**src/rtl/aip_bridge_pkg.sv**
```systemverilog
// Shared definitions for the picorv32-to-AIP memory bridge.
//   - Register window offsets (word index, cpu_mem_addr[3:2])
//   - CTRL register bit positions
//   - Bridge FSM state encoding
package aip_bridge_pkg;

    // Word offsets inside the 16-byte register window.
    localparam logic [1:0] AIP_OFF_DATA = 2'd0;
    localparam logic [1:0] AIP_OFF_CONF = 2'd1;
    localparam logic [1:0] AIP_OFF_CTRL = 2'd2;
    localparam logic [1:0] AIP_OFF_INT  = 2'd3;

    // CTRL register bits.
    localparam int unsigned AIP_CTRL_START  = 0;
    localparam int unsigned AIP_CTRL_IRQ_EN = 1;

    typedef enum logic [1:0] {
        StIdle  = 2'd0,
        StIssue = 2'd1,
        StWait  = 2'd2,
        StDone  = 2'd3
    } aip_state_e;

endpackage

```
**src/rtl/aip_int_latch.sv**
```systemverilog
// Interrupt latch for the AIP bridge.
// Detects rising edges on the core's level interrupt lines and holds them in a
// sticky pending vector that the CPU clears by writing ones.
//
// Ports:
//   clk          clock, rising edge
//   resetn       asynchronous active-low reset
//   aip_int_i    core interrupt lines (level)
//   clr_en_i     one-cycle write-1-to-clear enable
//   clr_mask_i   bits to clear when clr_en_i is high
//   int_pend_o   sticky pending bits
module aip_int_latch #(
    parameter int unsigned INT_W = 16
) (
    input  logic             clk,
    input  logic             resetn,
    input  logic [INT_W-1:0] aip_int_i,
    input  logic             clr_en_i,
    input  logic [INT_W-1:0] clr_mask_i,
    output logic [INT_W-1:0] int_pend_o
);

    logic [INT_W-1:0] in_q, in_d;
    logic [INT_W-1:0] prev_q, prev_d;
    logic [INT_W-1:0] pend_q, pend_d;
    logic [INT_W-1:0] rise;

    always_comb begin
        in_d   = aip_int_i;
        prev_d = in_q;
        rise   = in_q & ~prev_q;
        pend_d = pend_q;
        if (clr_en_i) begin
            pend_d = pend_d & ~clr_mask_i;
        end
        // A new edge in the same cycle as a clear must not be lost.
        pend_d = pend_d | rise;
    end

    // The edge history resets to all-ones so lines already high when reset is
    // released do not count as fresh edges.
    always_ff @(posedge clk or negedge resetn) begin
        if (!resetn) begin
            in_q   <= '1;
            prev_q <= '1;
            pend_q <= '0;
        end else begin
            in_q   <= in_d;
            prev_q <= prev_d;
            pend_q <= pend_d;
        end
    end

    assign int_pend_o = pend_q;

endmodule

```
**src/rtl/aip_mem_bridge.sv**
```systemverilog
// Bridge from the picorv32 native memory bus to one AIP-protocol IP core.
// CPU accesses to a 16-byte window become single-cycle AIP strobes; the core's
// interrupt lines are latched into a maskable CPU interrupt.
//
// Ports:
//   clk, resetn          clock (rising edge), async active-low reset
//   cpu_mem_valid        picorv32 request valid
//   cpu_sel              address decode hit for this window
//   cpu_mem_addr         byte address, only [3:2] decoded
//   cpu_mem_wdata        store data
//   cpu_mem_wstrb        nonzero = store (always treated as full word)
//   cpu_mem_rdata        load data, zero unless cpu_mem_ready
//   cpu_mem_ready        one-cycle completion pulse
//   cpu_irq              irq_en & any pending interrupt
//   aip_data_in          data to the core, held until the next DATA store
//   aip_data_out         data from the core
//   aip_conf             config register
//   aip_read/write/start one-cycle strobes to the core
//   aip_int              core interrupt lines (level)
module aip_mem_bridge
    import aip_bridge_pkg::*;
#(
    parameter int unsigned DATA_W     = 32,
    parameter int unsigned CONF_W     = 5,
    parameter int unsigned INT_W      = 16,
    parameter int unsigned RD_LATENCY = 1
) (
    input  logic              clk,
    input  logic              resetn,
    input  logic              cpu_mem_valid,
    input  logic              cpu_sel,
    input  logic [31:0]       cpu_mem_addr,
    input  logic [DATA_W-1:0] cpu_mem_wdata,
    input  logic [3:0]        cpu_mem_wstrb,
    output logic [DATA_W-1:0] cpu_mem_rdata,
    output logic              cpu_mem_ready,
    output logic              cpu_irq,
    output logic [DATA_W-1:0] aip_data_in,
    input  logic [DATA_W-1:0] aip_data_out,
    output logic [CONF_W-1:0] aip_conf,
    output logic              aip_read,
    output logic              aip_write,
    output logic              aip_start,
    input  logic [INT_W-1:0]  aip_int
);

    // Counter preload so WAIT lasts exactly RD_LATENCY cycles.
    localparam logic [2:0] CntInit = 3'(RD_LATENCY - 1);

    aip_state_e        state_q, state_d;
    logic [1:0]        off_q, off_d;
    logic              store_q, store_d;
    logic [DATA_W-1:0] wdata_q, wdata_d;
    logic [2:0]        cnt_q, cnt_d;
    logic [DATA_W-1:0] rdata_q, rdata_d;
    logic [DATA_W-1:0] data_in_q, data_in_d;
    logic [CONF_W-1:0] conf_q, conf_d;
    logic              irq_en_q, irq_en_d;
    logic              read_q, read_d;
    logic              write_q, write_d;
    logic              start_q, start_d;

    logic              accept;
    logic              cpu_store;
    logic              clr_en;
    logic [INT_W-1:0]  int_pend;
    logic [DATA_W-1:0] rd_mux;

    // Only [3:2] of the address is decoded; only some wdata bits reach registers.
    logic              unused_addr;
    logic              unused_wdata;
    assign unused_addr  = ^{cpu_mem_addr[31:4], cpu_mem_addr[1:0]};
    assign unused_wdata = ^wdata_q;

    aip_int_latch #(
        .INT_W (INT_W)
    ) u_int_latch (
        .clk        (clk),
        .resetn     (resetn),
        .aip_int_i  (aip_int),
        .clr_en_i   (clr_en),
        .clr_mask_i (wdata_q[INT_W-1:0]),
        .int_pend_o (int_pend)
    );

    assign accept    = (state_q == StIdle) & cpu_mem_valid & cpu_sel;
    assign cpu_store = |cpu_mem_wstrb;
    assign clr_en    = (state_q == StIssue) & store_q & (off_q == AIP_OFF_INT);

    // Read mux for the non-DATA registers, sampled at the ISSUE edge.
    always_comb begin
        rd_mux = '0;
        unique case (off_q)
            AIP_OFF_CONF: rd_mux[CONF_W-1:0]     = conf_q;
            AIP_OFF_CTRL: rd_mux[AIP_CTRL_IRQ_EN] = irq_en_q;
            AIP_OFF_INT:  rd_mux[INT_W-1:0]      = int_pend;
            default:      rd_mux                 = '0;
        endcase
    end

    always_comb begin
        state_d   = state_q;
        off_d     = off_q;
        store_d   = store_q;
        wdata_d   = wdata_q;
        cnt_d     = cnt_q;
        rdata_d   = rdata_q;
        data_in_d = data_in_q;
        conf_d    = conf_q;
        irq_en_d  = irq_en_q;
        read_d    = 1'b0;
        write_d   = 1'b0;
        start_d   = 1'b0;

        unique case (state_q)
            StIdle: begin
                if (accept) begin
                    off_d   = cpu_mem_addr[3:2];
                    store_d = cpu_store;
                    wdata_d = cpu_mem_wdata;
                    rdata_d = '0;
                    state_d = StIssue;
                    // Strobes are registered here so they are high during ISSUE.
                    unique case (cpu_mem_addr[3:2])
                        AIP_OFF_DATA: begin
                            if (cpu_store) begin
                                write_d   = 1'b1;
                                data_in_d = cpu_mem_wdata;
                            end else begin
                                read_d = 1'b1;
                            end
                        end
                        AIP_OFF_CTRL: start_d = cpu_store & cpu_mem_wdata[AIP_CTRL_START];
                        default:      start_d = 1'b0;
                    endcase
                end
            end
            StIssue: begin
                if (store_q) begin
                    unique case (off_q)
                        AIP_OFF_CONF: conf_d   = wdata_q[CONF_W-1:0];
                        AIP_OFF_CTRL: irq_en_d = wdata_q[AIP_CTRL_IRQ_EN];
                        default:      conf_d   = conf_q;
                    endcase
                end else begin
                    rdata_d = rd_mux;
                end
                if (!store_q && (off_q == AIP_OFF_DATA)) begin
                    cnt_d   = CntInit;
                    state_d = StWait;
                end else begin
                    state_d = StDone;
                end
            end
            StWait: begin
                if (cnt_q == 3'd0) begin
                    rdata_d = aip_data_out;
                    state_d = StDone;
                end else begin
                    cnt_d = cnt_q - 3'd1;
                end
            end
            StDone: begin
                state_d = StIdle;
            end
            default: begin
                state_d = StIdle;
            end
        endcase
    end

    always_ff @(posedge clk or negedge resetn) begin
        if (!resetn) begin
            state_q   <= StIdle;
            off_q     <= AIP_OFF_DATA;
            store_q   <= 1'b0;
            wdata_q   <= '0;
            cnt_q     <= 3'd0;
            rdata_q   <= '0;
            data_in_q <= '0;
            conf_q    <= '0;
            irq_en_q  <= 1'b0;
            read_q    <= 1'b0;
            write_q   <= 1'b0;
            start_q   <= 1'b0;
        end else begin
            state_q   <= state_d;
            off_q     <= off_d;
            store_q   <= store_d;
            wdata_q   <= wdata_d;
            cnt_q     <= cnt_d;
            rdata_q   <= rdata_d;
            data_in_q <= data_in_d;
            conf_q    <= conf_d;
            irq_en_q  <= irq_en_d;
            read_q    <= read_d;
            write_q   <= write_d;
            start_q   <= start_d;
        end
    end

    assign cpu_mem_ready = (state_q == StDone);
    assign cpu_mem_rdata = cpu_mem_ready ? rdata_q : '0;
    assign cpu_irq       = irq_en_q & (|int_pend);
    assign aip_data_in   = data_in_q;
    assign aip_conf      = conf_q;
    assign aip_read      = read_q;
    assign aip_write     = write_q;
    assign aip_start     = start_q;

endmodule

```
**config.mk**
```make
export PLATFORM = sky130hd
export DESIGN_NAME = aip_mem_bridge
export DESIGN_NICKNAME = d
export VERILOG_FILES = /design/src/rtl/aip_bridge_pkg.sv /design/src/rtl/aip_int_latch.sv /design/src/rtl/aip_mem_bridge.sv
export SDC_FILE = /design/constraint.sdc
export NUM_CORES = 1
export LEC_CHECK = 0
export BUFFER_PORTS_ARGS = -buffer_cell sky130_fd_sc_hd__buf_2
export CORE_ASPECT_RATIO = 2
export CORE_MARGIN = 10
export CORE_UTILIZATION = 53
export CTS_BUF_LIST = sky130_fd_sc_hd__clkbuf_4 sky130_fd_sc_hd__clkbuf_8
export CTS_CLUSTER_DIAMETER = 200
export DETAILED_ROUTE_END_ITERATION = 7
export PLACE_DENSITY = 0.85
export SETUP_SLACK_MARGIN = 0.4
export SLEW_MARGIN = 5
export SYNTH_ARGS = -nofsm -noshare
export SYNTH_HDL_FRONTEND = slang
export SYNTH_SLANG_ARGS = --single-unit
```
**constraint.sdc**
```tcl
create_clock -name clk -period 2.38 [get_ports clk]
set_clock_uncertainty 0.2 [all_clocks]
set_input_delay 0.238 -clock clk [delete_from_list [all_inputs] [get_ports clk]]
set_output_delay 0.238 -clock clk [all_outputs]
set_load 0.02 [all_outputs]
```
=== Word-level counts from Yosys, hierarchy flattened ===
Index checks and enable logic that the tools add are counted.

* Word-level logic and storage cells: 84
* Bits of input ports: 120
* Bits in registers: 145

* Bitwise operators: 11
* Equal/unequal tests: 12
* Reduce and logical (&&, ||, !) cells: 17
* Multiplexer cells: 28
* Add/sub/neg operators: 1

{| class="wikitable"
|+ Operators by type and width
! kind !! number
|-
| $mux 32 || 4
|-
| $pmux 32 s3 || 1
|-
| $and 16x16->16 || 2
|-
| $not 16->16 || 2
|-
| $mux 16 || 1
|-
| $or 16x16->16 || 1
|-
| $reduce_or 16->1 || 1
|-
| $mux 1 || 12
|-
| $pmux 3 s2 || 2
|-
| $mux 11 || 1
|-
| $eq 2x2->1 const B || 5
|-
| $reduce_and 3->1 || 3
|-
| $ne 2x2->1 const B || 4
|-
| $pmux 2 s4 || 1
|-
| $reduce_and 4->1 || 2
|-
| $and 1x1->1 || 6
|-
| $logic_not 2->1 || 3
|-
| $mux 3 || 2
|-
| $eq 2x1->1 const B || 2
|-
| $mux 2 || 2
|-
| $reduce_and 2->1 || 2
|-
| $reduce_or 4->1 || 1
|-
| $logic_not 3->1 || 1
|-
| $pmux 1 s3 || 1
|-
| 7 further kinds || 7
|}

=== Logic depth before layout (Yosys ltp) ===
* Word-level depth: 5
* Gate-level depth with buffers: 9

=== Modules after synthesis ===
A second synthesis with hierarchy kept.

* Cells, all modules: 443
* Area, all modules: 6025.8 µm²

{| class="wikitable"
|+ Modules (own cells, without submodules)
! module !! instances !! area an instance (µm²) !! seq. area each (µm²) !! cells an instance
|-
| aip_mem_bridge || 1 || 4493.1 || 2427.3 || 345
|-
| aip_int_latch || 1 || 1532.7 || 1241.2 || 98
|}

=== Least setup slack after synthesis ===
Ideal clock, no wire load.

* Path kind: register to register
* Start point: register state_q[0]
* End point: register rdata_q[10]
* Buffers on the path: 2
* Path slack: 225 ps
* Library setup time: 125 ps
* Stages on the path, launching flop included: 7
* Arrival: 1830 ps
* Cell sequence: dfrtp_1 ha_1 a21o_1 buf_2 nor3_4 buf_4 mux2_2

* Longest elaborated chain between the ends: 5
* Elaborated cells between the ends (all ways): 11

{| class="wikitable"
|+ Ends and longest elaborated chain
! item !! line !! RTL
|-
| start: declaration || aip_mem_bridge.sv:50 || <nowiki>aip_state_e state_q, state_d;</nowiki>
|-
| start signal: assignment || aip_mem_bridge.sv:174 || <nowiki>state_q <= StIdle;</nowiki>
|-
| start signal: assignment || aip_mem_bridge.sv:187 || <nowiki>state_q <= state_d;</nowiki>
|-
| $logic_not 2->1 || aip_mem_bridge.sv:86, aip_mem_bridge.sv:115 ||
|-
| $and 1x1->1 (2 in a row) || aip_mem_bridge.sv:86 || <nowiki>assign accept = (state_q == StIdle) & cpu_mem_valid & cpu_sel;</nowiki>
|-
| $ne 2x2->1 (no line) || n/a ||
|-
| $reduce_and 4->1 (no line) || n/a ||
|-
| end signal: assignment || aip_mem_bridge.sv:192 || <nowiki>rdata_q <= rdata_d;</nowiki>
|-
| end: declaration || aip_mem_bridge.sv:55 || <nowiki>logic [DATA_W-1:0] rdata_q, rdata_d;</nowiki>
|}

Several ways; a longest one is shown, not always the timed one.
A chain may end at the register's enable or synchronous reset.

=== Worst setup path after layout ===
* Start point: register state_q[0]
* End point: register data_in_q[14], in the netlist aip_data_in[14]

* Longest elaborated chain between the ends: 4

{| class="wikitable"
|+ Ends and longest elaborated chain
! item !! line !! RTL
|-
| $logic_not 2->1 (*) || aip_mem_bridge.sv:86, aip_mem_bridge.sv:115 ||
|-
| $and 1x1->1 (2 in a row) || aip_mem_bridge.sv:86 ||
|-
| $reduce_and 4->1 (no line) (*) || n/a ||
|-
| end signal: assignment || aip_mem_bridge.sv:193 || <nowiki>data_in_q <= data_in_d;</nowiki>
|-
| end: declaration || aip_mem_bridge.sv:56 || <nowiki>logic [DATA_W-1:0] data_in_q, data_in_d;</nowiki>
|}

Every way passes the cells marked *; elsewhere a longest branch is shown, timed or not.

==> reports/metrics.cfg <==
[run_status]
status=finished clean

[timing]
hold_viol_final=0
slew_violations=0
fin_tns_setup_ns=0
rsz0062_at_grt=true
setup_viol=0
slew_headroom_pct=54.45
period_needed_ns=2.126
post-route-period-util_pct=89.33
hold_ws_ns=0.02607
worst_pin_slew_ns=0.6833
fmax_mhz=470.4

[cells_and_area]
drive_gt1_share_pct=47.80
antennaDiodeCount=0
layout_commonest_cell=buf_2
final_cell_mix=buf_2, dfrtp_1, dlygate4sd3_1, mux2_2, nand2_1
syn2layout_area_growth_pct=43.27
layout.nets=841
fin_cells=870
nFillCells=670

[grt]
grt_max_degree=74
grt_pass1_vias=5354
grt_antenna_before_repair=0
grt_pass1_wl_um=28100
grt_usage_pct=22.44
grt_overflow=0

[cts]
htree_levels=4
clockBufferDepth=2
path_clk_slew_ns=0.07
root_buffer=clkbuf_8
cts_tree=done
clock_latency_ns=0.44
cts_buffers=17
cts_sinks=145

[worst_setup_path]
crit_fanout=17
max_stage_delay_ns=0.51
rr_worst_depth=6
end_kind=register
crit_family=simple AND/OR/NAND/NOR gates
crit_path_start_kind=register
rr_startpoint=state_q[0]$_DFFE_PN0P_
worstPathBufferInverterCount=2
crit_chain=inv_2 -> ha_4 -> nand3_4 -> or4_4 -> buf_12 -> mux2_4
worstPathArrival_ns=2.24
r2r-end=aip_data_in[14]$_DFFE_PN0P_
crit_slowest_cell=or4_4
required_ns=2.49
rrSetupSlack_ns=0.25
crit_type=register to register

[detailed_routing]
wl_per_cell_um=20.88
wl_met2_um=10220
wl_met1_um=6287
wl_met3_um=1102
drt_first_pass_iters=4
vias=4701
drc=0
vias_per_cell=5.403
top_layer=met4
ant_nets=0
drt-total-wl_um=18170
first_iter_violations=200

[synthesis]
synth_warnings=0
syn_nets=577
synthCells=451
seq_area_frac_synth_pct=60.62
ys_ff_latch=145
syn_area_per_cell_um2=13.42
netlist-cell-type-count=39
syn_area_mm2=0.006052

[hold_path]
hold_path.class=primary input to register
hold_start=aip_data_out[1]
holdPathStages=4
min_to=rdata_q[1]$_DFFE_PN0P_

[flow_run]
cap_violations=0

[floorplanning]
start_util_pct=53.63
die_area_mm2=0.01635
io_pins=194
rows=55
die_y_um=171.1
die_width_um=95.56
fp.coreArea_mm2=0.01129

[placement]
port_buffers=163
place_congestion=0.8390
place_inst=743
dpl.hpwl_um=11300

[pwr]
power-per-cell-area_mw_per_mm2=1121
peakVddDrop_uv=923.9
power.leakage_nw=4.327

## cell families after synthesis
kind of cell,after synthesis,synth area share [%]
flip-flops,145,60.62
buffers and inverters,51,3.866
AND/OR/NAND/NOR,92,8.394
multiplexers,76,15.84
adder cells (fa/ha/maj),6,1.240
AO/OA/AOI/OAI,81,10.05
## per-stage QoR
step / total power [mW] / instance area, um2 / worst slack, ns / util [%]
floorplan: 5.978 / 6093 / 0.2683 / -
global placement: 6.828 / 7076 / 0.1479 / 62.69
detailed placement: 7.027 / 7076 / 0.07701 / 62.69
CTS: 9.536 / 8539 / 0.2674 / 75.67
global route: 10.19 / 8671 / 0.2152 / 76.83
finish: 9.716 / 8671 / 0.2539 / 76.83
## cells in the mapped netlist
library cell / instances / share of area, %
o21ai_1: 10 / 0.83
nor2_1: 2 / 0.12
buf_2: 7 / 0.58
dfrtp_1: 113 / 47
mux2_2: 42 / 7.8
nor3_4: 1 / 0.27
inv_1: 24 / 1.5
or3_1: 1 / 0.10
o31ai_1: 26 / 3.2
nand3_1: 2 / 0.17
nand4b_1: 2 / 0.29
clkbuf_1: 15 / 0.93
buf_4: 1 / 0.12
and2_0: 1 / 0.10
o211a_1: 1 / 0.17
nand3b_1: 1 / 0.12
a21boi_1: 1 / 0.12
mux2i_1: 5 / 0.83
o2bb2ai_1: 4 / 0.58
a21o_1: 1 / 0.12
nor2b_1: 1 / 0.10
nor4b_1: 1 / 0.14
mux2_4: 29 / 7.2
nor4_1: 5 / 0.52
and4_1: 2 / 0.29
o31a_1: 1 / 0.14
and2_1: 33 / 3.4
buf_6: 4 / 0.74
o21ai_0: 8 / 0.66
a22o_1: 27 / 3.9
a41oi_1: 1 / 0.14
or4_1: 1 / 0.12
nand2b_1: 2 / 0.21
ha_1: 6 / 1.2
nand2_1: 35 / 2.2
nor3_1: 1 / 0.083
dfstp_2: 32 / 14
nand3_2: 1 / 0.17
o41ai_1: 1 / 0.14
## worst register-to-register path, delay by kind of cell (launching register included)
family	cells	cell delay, ns
buf+inv	2	0.32
simple gates	2	0.58
mux	1	0.33
fa+ha+maj	1	0.15
flops	1	0.43
## state kept, by name (all words and copies together), names as in the netlist
name / flops
aip_data_in: 32
rdata_q: 32
u_int_latch.in_q: 16
u_int_latch.int_pend_o: 16
u_int_latch.prev_q: 16
wdata_q: 16
aip_conf: 5
cnt_q: 3
off_q: 2
state_q: 2
aip_read: 1
aip_start: 1
aip_write: 1
irq_en_q: 1
store_q: 1
## where the power goes
part,switching (mW),internal (mW)
combinational,1.88,1.73
clock,0.911,1.32
sequential,0.588,3.28
## layout make-up
type / count / area (um2) / share of cell area (%)
Sequential cell: 145 / 3672 / 42.35
Multi-Input combinational cell: 255 / 2271 / 26.19
Timing Repair Buffer: 272 / 1997 / 23.03
Clock buffer: 22 / 277.8 / 3.203
Clock inverter: 10 / 185.2 / 2.136
Tap cell: 142 / 177.7 / 2.049
Inverter: 24 / 90.09 / 1.039
## metal layers
layer | track usage (%) | up-vias
met3 | 6.099 | 49
met1 | 22.78 | 2342
met4 | 10.19 | 0
li1 | - | 2120
met5 | 0 | -
met2 | 40.67 | 190
## repair_timing
item                                    CTS  global route
hold endpoints to repair                159             0
endpoints found under the setup margin   99            99
resized for setup                        22            27
hold buffers                             82             0
gates cloned                              2             1
setup buffers                             4             6
pin swaps                                 4             2
## how the worst max path moves through the flow
stage	endpoint	depth (start not counted)	from	slack, ns
2_1_floorplan	rdata_q[10]$_DFFE_PN0P_	8	state_q[1]$_DFFE_PN0P_	0.27
3_3_place_gp	aip_data_in[11]$_DFFE_PN0P_	6	state_q[0]$_DFFE_PN0P_	0.15
3_5_place_dp	aip_data_in[14]$_DFFE_PN0P_	6	state_q[1]$_DFFE_PN0P_	0.08
4_1_cts	cpu_mem_rdata[0]	5	state_q[1]$_DFFE_PN0P_	0.27
5_1_grt	cpu_mem_rdata[31]	5	state_q[1]$_DFFE_PN0P_	0.22
6_report	aip_data_in[14]$_DFFE_PN0P_	6	state_q[0]$_DFFE_PN0P_	0.25
(Power assumes the default switching activity.)
